==> src/rtl/wb_config_responder.sv <==
// -----------------------------------------------------------------------------
// wb_config_responder
//
// Wishbone slave that turns configuration writes into serial bit streams for
// the per-column configuration shift chains of the fabric. Byte lane k of the
// data bus feeds column k. A per-lane bit count (0..8) allows the last,
// partial byte of a column bitstream to be shifted without padding.
//
// Registers (byte addresses, full compare):
//   BASE+0  STATUS  RO  always reads 0 (the bus is stalled while shifting)
//   BASE+1  COUNT   RW  byte k = bit count of lane k, values >= 8 stored as 8
//   BASE+2  DATA    RW  write latches selected lanes and starts a shift
//
// Ports:
//   wb_clk_i    in   1   bus and config chain clock
//   wb_rst_i    in   1   synchronous active-high reset
//   wbs_stb_i   in   1   strobe
//   wbs_cyc_i   in   1   cycle valid
//   wbs_we_i    in   1   1 = write, 0 = read
//   wbs_sel_i   in   4   byte-lane select, lane k = column k
//   wbs_data_i  in   32  write data
//   wbs_addr_i  in   32  byte address
//   wbs_ack_o   out  1   single-cycle acknowledge
//   wbs_data_o  out  32  read data, zero outside the ack cycle
//   cfg_en_o    out  MX  per-column shift enable
//   cfg_data_o  out  MX  per-column serial bit, LSB first
//   busy_o      out  1   high while shifting
// -----------------------------------------------------------------------------
module wb_config_responder #(
    parameter int          MX        = 3,
    parameter logic [31:0] BASE_ADDR = 32'h3000_0000
) (
    input  logic          wb_clk_i,
    input  logic          wb_rst_i,
    input  logic          wbs_stb_i,
    input  logic          wbs_cyc_i,
    input  logic          wbs_we_i,
    input  logic [3:0]    wbs_sel_i,
    input  logic [31:0]   wbs_data_i,
    input  logic [31:0]   wbs_addr_i,
    output logic          wbs_ack_o,
    output logic [31:0]   wbs_data_o,
    output logic [MX-1:0] cfg_en_o,
    output logic [MX-1:0] cfg_data_o,
    output logic          busy_o
);

    typedef enum logic [1:0] {
        IDLE  = 2'd0,
        SHIFT = 2'd1,
        ACK   = 2'd2
    } state_t;

    state_t        state, state_next;

    logic [3:0]    count    [MX];
    logic [7:0]    data_lat [MX];
    logic [MX-1:0] sel_lat, sel_next;
    logic [3:0]    n_len, n_next, n_req;
    logic [3:0]    step, step_next;

    logic          ack_r, ack_next;
    logic [31:0]   rdata_r, rdata_next, rdata_mux;
    logic [MX-1:0] en_r, en_next;
    logic [MX-1:0] bit_r, bit_next;
    logic          busy_r, busy_next;

    logic          req;
    logic          hit_status, hit_count, hit_data;
    logic          count_we, data_we;

    // Byte lanes above MX have no column behind them; folding them here keeps
    // every input bit visibly consumed.
    logic          unused_lanes;
    assign unused_lanes = ^{wbs_sel_i, wbs_data_i};

    function automatic logic [3:0] sat_count(input logic [7:0] v);
        return (v >= 8'd8) ? 4'd8 : v[3:0];
    endfunction

    assign req        = wbs_cyc_i & wbs_stb_i & ~ack_r;
    assign hit_status = (wbs_addr_i == BASE_ADDR);
    assign hit_count  = (wbs_addr_i == BASE_ADDR + 32'd1);
    assign hit_data   = (wbs_addr_i == BASE_ADDR + 32'd2);

    // Shift length is the longest count among the selected, existing lanes.
    always_comb begin
        n_req = 4'd0;
        for (int k = 0; k < MX; k++) begin
            if (wbs_sel_i[k] && (count[k] > n_req)) begin
                n_req = count[k];
            end
        end
    end

    always_comb begin
        rdata_mux = 32'd0;
        if (hit_count) begin
            for (int k = 0; k < MX; k++) begin
                rdata_mux[8*k +: 8] = {4'd0, count[k]};
            end
        end else if (hit_data) begin
            for (int k = 0; k < MX; k++) begin
                rdata_mux[8*k +: 8] = data_lat[k];
            end
        end else if (hit_status) begin
            rdata_mux = 32'd0;
        end
    end

    always_comb begin
        state_next = state;
        step_next  = step;
        n_next     = n_len;
        sel_next   = sel_lat;
        ack_next   = 1'b0;
        rdata_next = 32'd0;
        en_next    = '0;
        bit_next   = '0;
        busy_next  = 1'b0;
        count_we   = 1'b0;
        data_we    = 1'b0;

        case (state)
            IDLE: begin
                if (req) begin
                    count_we = wbs_we_i & hit_count;
                    data_we  = wbs_we_i & hit_data;
                    if (data_we && (n_req != 4'd0)) begin
                        // First bit goes out on the accepting edge, taken
                        // straight from the bus since the latch loads now.
                        state_next = SHIFT;
                        step_next  = 4'd1;
                        n_next     = n_req;
                        sel_next   = wbs_sel_i[MX-1:0];
                        busy_next  = 1'b1;
                        for (int k = 0; k < MX; k++) begin
                            en_next[k]  = wbs_sel_i[k] && (count[k] != 4'd0);
                            bit_next[k] = en_next[k] & wbs_data_i[8*k];
                        end
                    end else begin
                        state_next = ACK;
                        ack_next   = 1'b1;
                        if (!wbs_we_i) begin
                            rdata_next = rdata_mux;
                        end
                    end
                end
            end
            SHIFT: begin
                // step is the index of the bit being registered this edge.
                if (step == n_len) begin
                    state_next = ACK;
                    ack_next   = 1'b1;
                end else begin
                    busy_next = 1'b1;
                    step_next = step + 4'd1;
                    for (int k = 0; k < MX; k++) begin
                        en_next[k]  = sel_lat[k] && (step < count[k]);
                        bit_next[k] = en_next[k] & data_lat[k][step[2:0]];
                    end
                end
            end
            ACK: begin
                state_next = IDLE;
            end
            default: begin
                state_next = IDLE;
            end
        endcase
    end

    always_ff @(posedge wb_clk_i) begin
        if (wb_rst_i) begin
            state   <= IDLE;
            step    <= 4'd0;
            n_len   <= 4'd0;
            sel_lat <= '0;
            ack_r   <= 1'b0;
            rdata_r <= 32'd0;
            en_r    <= '0;
            bit_r   <= '0;
            busy_r  <= 1'b0;
            for (int k = 0; k < MX; k++) begin
                count[k]    <= 4'd8;
                data_lat[k] <= 8'd0;
            end
        end else begin
            state   <= state_next;
            step    <= step_next;
            n_len   <= n_next;
            sel_lat <= sel_next;
            ack_r   <= ack_next;
            rdata_r <= rdata_next;
            en_r    <= en_next;
            bit_r   <= bit_next;
            busy_r  <= busy_next;
            for (int k = 0; k < MX; k++) begin
                if (count_we && wbs_sel_i[k]) begin
                    count[k] <= sat_count(wbs_data_i[8*k +: 8]);
                end
                if (data_we && wbs_sel_i[k]) begin
                    data_lat[k] <= wbs_data_i[8*k +: 8];
                end
            end
        end
    end

    assign wbs_ack_o  = ack_r;
    assign wbs_data_o = rdata_r;
    assign cfg_en_o   = en_r;
    assign cfg_data_o = bit_r;
    assign busy_o     = busy_r;

endmodule

==> config.mk <==
export PLATFORM = sky130hd
export DESIGN_NAME = wb_config_responder
export DESIGN_NICKNAME = d
export VERILOG_FILES = /design/src/rtl/wb_config_responder.sv
export SDC_FILE = /design/constraint.sdc
export NUM_CORES = 1
export LEC_CHECK = 0
export ABC_CLOCK_PERIOD_IN_PS = 9300
export BUFFER_PORTS_ARGS = -buffer_cell sky130_fd_sc_hd__buf_4
export CORE_ASPECT_RATIO = 1.2
export CORE_MARGIN = 1
export CORE_UTILIZATION = 30
export CTS_CLUSTER_SIZE = 20
export DETAILED_ROUTE_END_ITERATION = 10
export HOLD_SLACK_MARGIN = 0.02
export PLACE_DENSITY = 0.62
export SLEW_MARGIN = 15
export SYNTH_ARGS = -nofsm -noshare
export SYNTH_HDL_FRONTEND = slang
export SYNTH_SLANG_ARGS = --single-unit
==> constraint.sdc <==
create_clock -name wb_clk_i -period 9.3 [get_ports wb_clk_i]
set_input_delay 0.465 -clock wb_clk_i [delete_from_list [all_inputs] [get_ports wb_clk_i]]
set_output_delay 0.465 -clock wb_clk_i [all_outputs]
set_load 0.03 [all_outputs]
==> flow_summary.yaml, run 1 <==
critical_path:
  cpPeakStageDelay_ps: 550
  crit_fanout: 14
  path_cells: "nand2_1, ha_1, o21ai_1, a21oi_1, o211ai_1, mux2_2, ha_1, nor2b_1, o211ai_1, a21oi_1, a221oi_4, and4bb_1, o311a_1"
  critPathArrivalTime_ps: 4290
  r2r.worst_path.cells: 13
  required_ps: 9530
  slowest_stage: "a221oi_4"
  r2r_start: "count[0][2]"
  path_class: "flop to flop"
  crit_buf_inv: 0
  startpoint_type: "flop"
  worstSetupEndpointType: "flop"
  reg2reg_to: "busy_o"
  crit_cells: 13
  critPathTopFamily: "compound AO/OA/AOI/OAI gates"
  reg2reg_slack_ps: 5240
die:
  die_height_um: 131.6
  dieArea_sq_um: 14470
  ios: 113
  dieWidth_um: 110.0
  rows: 47
  initial_utilization_pct: 30.64
  fp.coreArea_sq_um: 13700
timing:
  worst_slack_ps: 5237
  hold_viol_final: 0
  fin_setup_tns_ps: 0
  finalMaxSlewViolations: 0
  fin_skew_ps: 7.686
  setup_viol: 0
  hold_ws_ps: 397.6
  period_minus_slack_ps: 4063
  worst_pin_slew_ps: 993.8
  fin_crit_sh_pct: 43.69
  rsz0062_at_grt: "false"
  slew_headroom_pct: 33.53
  clock.fmax_mhz: 246.1
grt:
  antenna_found_initial: 0
  grt_max_degree: 29
  grt_first_pass_wirelength_um: 16820
  track_usage_pct: 15.60
  grt_pass1_vias: 3293
  gr-total-overflow: 0
route:
  vias: 3252
  met3_length_um: 549
  totalWireLength_um: 10630
  drt_drc_violations_left: 1
  dr_wl_met2_um: 5537
  drt_pre_antenna_iters: 7
  wl_met1_um: 4261
  drt_iter0_markers: 141
  top_layer: "met4"
  drt-vias-per-instance: 5.050
  wire_per_inst_um: 16.51
  ant_nets: 0
synth:
  synthTopCellsByArea: "edfxtp_1 26%, dfxtp_1 21%, ha_1 5.4%"
  syn_inst: 378
  synth.cell_area_sq_um: 4198
  synth_seq_area_share_pct: 47.21
  synth-edff-count: 36
  ys_seq_elements: 81
  synthDistinctLibCells: 64
  avgSynthCellArea_sq_um: 11.11
  synth_top_area_share_pct: 25.75
  yosys.area.top_type: "edfxtp_1"
  synth_warnings: 0
  ys.flop_type: "dfxtp_1"
  synth-async-reset-ratio_pct: 0
cells_and_area:
  drive_gt1_share_pct: 31.29
  layout.cells.most_common_list: "96 x buf_4, 45 x dfxtp_1, 36 x edfxtp_1, 34 x and2_1, 21 x nand2_1"
  fin_area_sq_um: 5346
  fin_cells: 644
  utilization_pct: 39.02
  antennaDiodeCount: 0
  num-nets-final: 559
  syn2layout_area_growth_pct: 27.36
  fill_cells: 1358
  final_common_cell: "buf_4"
cts:
  cts_sinks: 81
  post_cts_resized: 0
  cts_tree: "built"
  cts_buffers: 9
  clk_pin_slew_ps: 60
  clockRootBuffer: "clkbuf_16"
  clock_latency_ps: 340
  postCtsSetupRepairBufs: 0
  clk_path_buf_depth: 2
  cts_hold_buf: 0
  h-tree-depth: 3
place:
  dpl_cell_area_sq_um: 5022
  place_congestion: 0.8613
  dp_slack_ps: 5078
  portBuffers: 95
  post-place-cells: 628
  dp_hpwl_um: 8147
pwr:
  power_density_nw_per_um2: 155.4
  vdd_drop_max_mv: 0.09176
  comb_power_share_pct: 8.2
  p_clk_share_pct: 46.0
  switching_share_pct: 23.33
  p_switching_mw: 0.1938
  p_leak_nw: 2.288
  p_int_mw: 0.6368
  p_total_mw: 0.8306
  seqPwrFrac_pct: 45.8
worst_hold_path:
  hold_path_class: "primary input to flop"
  hp-start: "wbs_data_i[16]"
  holdPathStages: 2
  whs_endpoint: "cfg_data_o[2]"
outcome:
  status: "complete, but fails checks"
  violations: "design-rule violations"
run:
  cap_violations: 0
-- synth_stat cells (all sizes together) (3+ instances only) --
cell type	instances
and2	34
a21oi	11
o21ai	13
nor2	19
nor2b	6
a21boi	3
nor3	7
nand2b	3
mux2	8
dfxtp	45
clkbuf	9
ha	18
nor4	8
xor2	5
buf	15
mux4	6
and3	17
nand3	6
edfxtp	36
nand2	21
inv	20
and4	3
nand4	6
nand3b	3
o211ai	6
or4	3
a31o	3
a22oi	12
-- cells by family after synthesis --
logic type,after synthesis,share of synthesized area [%]
and+or+nand+nor,146,23.40
DFF,81,47.21
AOI/OAI and AO/OA,67,12.04
buffers and inverters,44,5.037
adders and majority gates,18,5.365
muxes,15,5.604
xor gates and xnor gates,6,1.252
other,1,0.08933
-- area by class of cell --
type                       instances  area, sq um  share of cell area (%)
clock buffer                      11        254.0                   4.751
clock inverter                     5        70.07                   1.311
inverter                          20        75.07                   1.404
multi-input combinational        260         2031                   37.98
sequential                        81         1982                   37.07
tap                              171        214.0                   4.002
timing repair buffer              96        720.7                   13.48
-- registers in the layout, indices dropped and copies added (netlist names) --
signal,flops
data_lat,24
wbs_data_o,24
cfg_en_o,3
cfg_data_o,3
step,4
sel_lat,3
wbs_ack_o,1
state,2
n_len,4
count,12
busy_o,1
-- power by group through the flow --
stage / clock network (mW) / registers, mW / logic (mW)
6_report: 0.382 / 0.380 / 0.0683
5_1_grt: 0.403 / 0.381 / 0.0742
4_1_cts: 0.388 / 0.380 / 0.0686
3_5_place_dp: 0 / 0.388 / 0.0684
3_3_place_gp: 0 / 0.388 / 0.0667
2_1_floorplan: 0 / 0.387 / 0.0381
-- worst max-delay path by stage --
stage            startpoint        to
2_1_floorplan  wbs_sel_i[0]    busy_o
3_3_place_gp   wbs_sel_i[0]    busy_o
3_5_place_dp   wbs_sel_i[0]    busy_o
4_1_cts         count[0][2]    busy_o
5_1_grt         count[0][2]  state[1]
6_report        count[0][2]    busy_o
-- layer usage --
| metal | vias up | track usage, % |
|---|---|---|
| met1 | 1540 | 18.12 |
| li1 | 1559 | - |
| met5 | - | 0 |
| met4 | 0 | 7.037 |
| met3 | 23 | 2.480 |
| met2 | 130 | 27.47 |
Power figures use the tool's default switching activity.
==> inputs of run 2 (changes only) <==
--- a/config.mk
+++ b/config.mk
@@ -5,7 +5,8 @@
 export SDC_FILE = /design/constraint.sdc
 export NUM_CORES = 1
 export LEC_CHECK = 0
-export ABC_CLOCK_PERIOD_IN_PS = 9300
+export ABC_AREA = 1
+export ABC_CLOCK_PERIOD_IN_PS = 4050
 export BUFFER_PORTS_ARGS = -buffer_cell sky130_fd_sc_hd__buf_4
 export CORE_ASPECT_RATIO = 1.2
 export CORE_MARGIN = 1
@@ -13,7 +14,7 @@
 export CTS_CLUSTER_SIZE = 20
 export DETAILED_ROUTE_END_ITERATION = 10
 export HOLD_SLACK_MARGIN = 0.02
-export PLACE_DENSITY = 0.62
+export PLACE_DENSITY = 0.61
 export SLEW_MARGIN = 15
 export SYNTH_ARGS = -nofsm -noshare
 export SYNTH_HDL_FRONTEND = slang
==> constraint.sdc (replaced) <==
create_clock -name wb_clk_i -period 4.05 [get_ports wb_clk_i]
set_input_delay 0.2025 -clock wb_clk_i [delete_from_list [all_inputs] [get_ports wb_clk_i]]
set_output_delay 0.2025 -clock wb_clk_i [all_outputs]
set_load 0.03 [all_outputs]
==> flow_summary.yaml, run 2 <==
cells_and_area:
  antennaDiodeCount: 0
  num-nets-final: 715
  syn2layout_area_growth_pct: 26.62
  final_common_cell: "buf_4"
  fin_cells: 800
  drive_gt1_share_pct: 24.80
  layout.cells.most_common_list: "98 x buf_4, 85 x nor2_1, 77 x inv_1, 68 x nand2_1, 45 x dfxtp_1"
  utilization_pct: 39.38
grt:
  gr-total-overflow: 0
  grt_max_degree: 25
  grt_first_pass_wirelength_um: 18530
  track_usage_pct: 15.87
  grt_pass1_vias: 3884
  antenna_found_initial: 0
synth:
  yosysMostFrequentCell: "nor2_1"
  synth_seq_area_share_pct: 45.53
  yosys.area.top_type: "edfxtp_1"
  synth-async-reset-ratio_pct: 0
  ys_seq_elements: 81
  synth_warnings: 0
  synth_top_area_share_pct: 24.83
  ys.flop_type: "dfxtp_1"
  yosys-top-cells-count: "85 x nor2_1, 77 x inv_1, 68 x nand2_1"
  synth.cell_area_sq_um: 4353
  synth-edff-count: 36
  synthTopCellsByArea: "edfxtp_1 25%, dfxtp_1 21%, nor2_1 7.3%"
  synthDistinctLibCells: 43
  syn_inst: 531
  avgSynthCellArea_sq_um: 8.198
timing:
  setup_viol: 0
  hold_viol_final: 0
  fin_skew_ps: 4.551
  fin_crit_sh_pct: 80.02
  finalMaxSlewViolations: 0
  fin_setup_tns_ps: 0
  slew_headroom_pct: 30.24
  clock.fmax_mhz: 308.6
  worst_pin_slew_ps: 1035
  rsz0062_at_grt: "false"
  period_minus_slack_ps: 3241
  worst_slack_ps: 809.3
place:
  dp_hpwl_um: 8530
  dp_slack_ps: 848.5
  place_congestion: 0.8933
  portBuffers: 95
  post-place-cells: 784
route:
  totalWireLength_um: 11400
  vias: 3788
  drt_pre_antenna_iters: 8
  met3_length_um: 515
  dr_wl_met2_um: 5904
  wire_per_inst_um: 14.25
  top_layer: "met4"
  wl_met1_um: 4713
  drt-vias-per-instance: 4.735
  drt_iter0_markers: 142
  ant_nets: 0
  drt_drc_violations_left: 2
die:
  initial_utilization_pct: 31.10
  die_height_um: 134.0
  ios: 113
  rows: 47
  dieWidth_um: 112.0
  dieArea_sq_um: 15000
  fp.coreArea_sq_um: 14000
pwr:
  p_leak_nw: 2.514
  seqPwrFrac_pct: 44.7
  p_clk_share_pct: 46.1
  switching_share_pct: 22.49
  power_density_nw_per_um2: 353.9
  p_switching_mw: 0.4386
  vdd_drop_max_mv: 0.2035
  p_int_mw: 1.512
  comb_power_share_pct: 9.2
  p_total_mw: 1.951
critical_path:
  cp_common_cell: "nand2_1"
  path_class: "flop to flop"
  startpoint_type: "flop"
  cpPeakStageDelay_ps: 450
  slowest_stage: "edfxtp_1"
  path_cells: "nor2_1, nand3_1, nand3_1, ha_1, nand2_1, nor2_2, nor2_4, nand2_4, nand2_1, nand2_1, ha_1, nand2_1, nor2_1, a21oi_4, nand2_2, nand3_1, nand2_2, nor2_4, nand2_4, nand2_8, nand3_1, nand2_1, nor2_1"
  required_ps: 4280
  crit_fanout: 18
  worstSetupEndpointType: "flop"
  critPathArrivalTime_ps: 3470
cts:
  postCtsSetupRepairBufs: 0
  cts_buffers: 9
  cts_tree: "built"
  clock_latency_ps: 340
  clk_path_buf_depth: 2
  cts_hold_buf: 0
  clk_pin_slew_ps: 60
  post_cts_resized: 0
  h-tree-depth: 3
  cts_sinks: 81
  clockRootBuffer: "clkbuf_16"
run:
  cap_violations: 0
outcome:
  status: "complete, but fails checks"
  violations: "design-rule violations"
worst_hold_path:
  hold_path_class: "primary input to flop"
-- run 2: cell types whose count changed in the layout (fill, tap and decap cells not counted), moves of 8 or more --
cell	change
nand2_1	+47
mux2_2	-8
nand3_1	+36
inv_1	+57
and2_1	-33
and3_1	-17
nand2_2	+17
nor2_1	+66
a21oi_1	+28
a22oi_1	-10
-- run 2: stage by stage --
stage	hold slack [ps]	area, sq um
after global routing	151.8	5512
after detailed placement	458.5	5179
final	159.1	5512
after CTS	145.1	5512
after floorplan	264.9	4379
after global placement	462.1	5179
-- run 2: worst max-delay path, delay by kind of cell, from the launching register on --
kind	cells	cell delay (ps)
flops	1	450
compound gates	1	190
simple gates	20	1930
fa+ha+maj	2	540
-- run 2: final timing paths --
| kind | startpoint | to | slack, ps | depth (start not counted) |
|---|---|---|---|---|
| setup reg to reg | count[0][0] | step[2] | 810 | 23 |
| hold / removal | wbs_sel_i[0] | sel_lat[0] | 160 | 3 |
| setup / recovery | count[0][0] | step[2] | 810 | 23 |
| hold reg to reg | sel_lat[1] | sel_lat[1] | 470 | 2 |
-- run 2: area by class of cell --
type / count / area [sq um]
clock buffer: 12 / 256.5
timing repair buffer: 98 / 735.7
multi-input combinational: 355 / 1951
sequential: 81 / 1982
tap: 171 / 214.0
clock inverter: 4 / 76.32
inverter: 79 / 296.5
fill: 1436 / 8484
-- run 2: cells by family after synthesis --
| group | share of synthesized area, % |
|---|---|
| buf+inv | 10.26 |
| simple gates | 27.91 |
| flops | 45.53 |
| xor+xnor | 1.207 |
| compound gates | 9.830 |
| fa+ha+maj | 5.174 |
| other cells | 0.08615 |
-- run 2: metal layers --
layer | vias to the layer above | global-route usage, %
li1 | 1901 | -
met1 | 1777 | 18.43
met2 | 94 | 28.23
met3 | 16 | 2.756
met4 | 0 | 7.704
met5 | - | 0
-- run 2: power by group through the flow --
stage | Combinational, mW | Sequential [mW] | Clock [mW]
4_1_cts | 0.180 | 0.871 | 0.914
3_5_place_dp | 0.179 | 0.889 | 0
2_1_floorplan | 0.109 | 0.887 | 0
6_report | 0.180 | 0.872 | 0.899
5_1_grt | 0.200 | 0.873 | 0.950
3_3_place_gp | 0.175 | 0.889 | 0
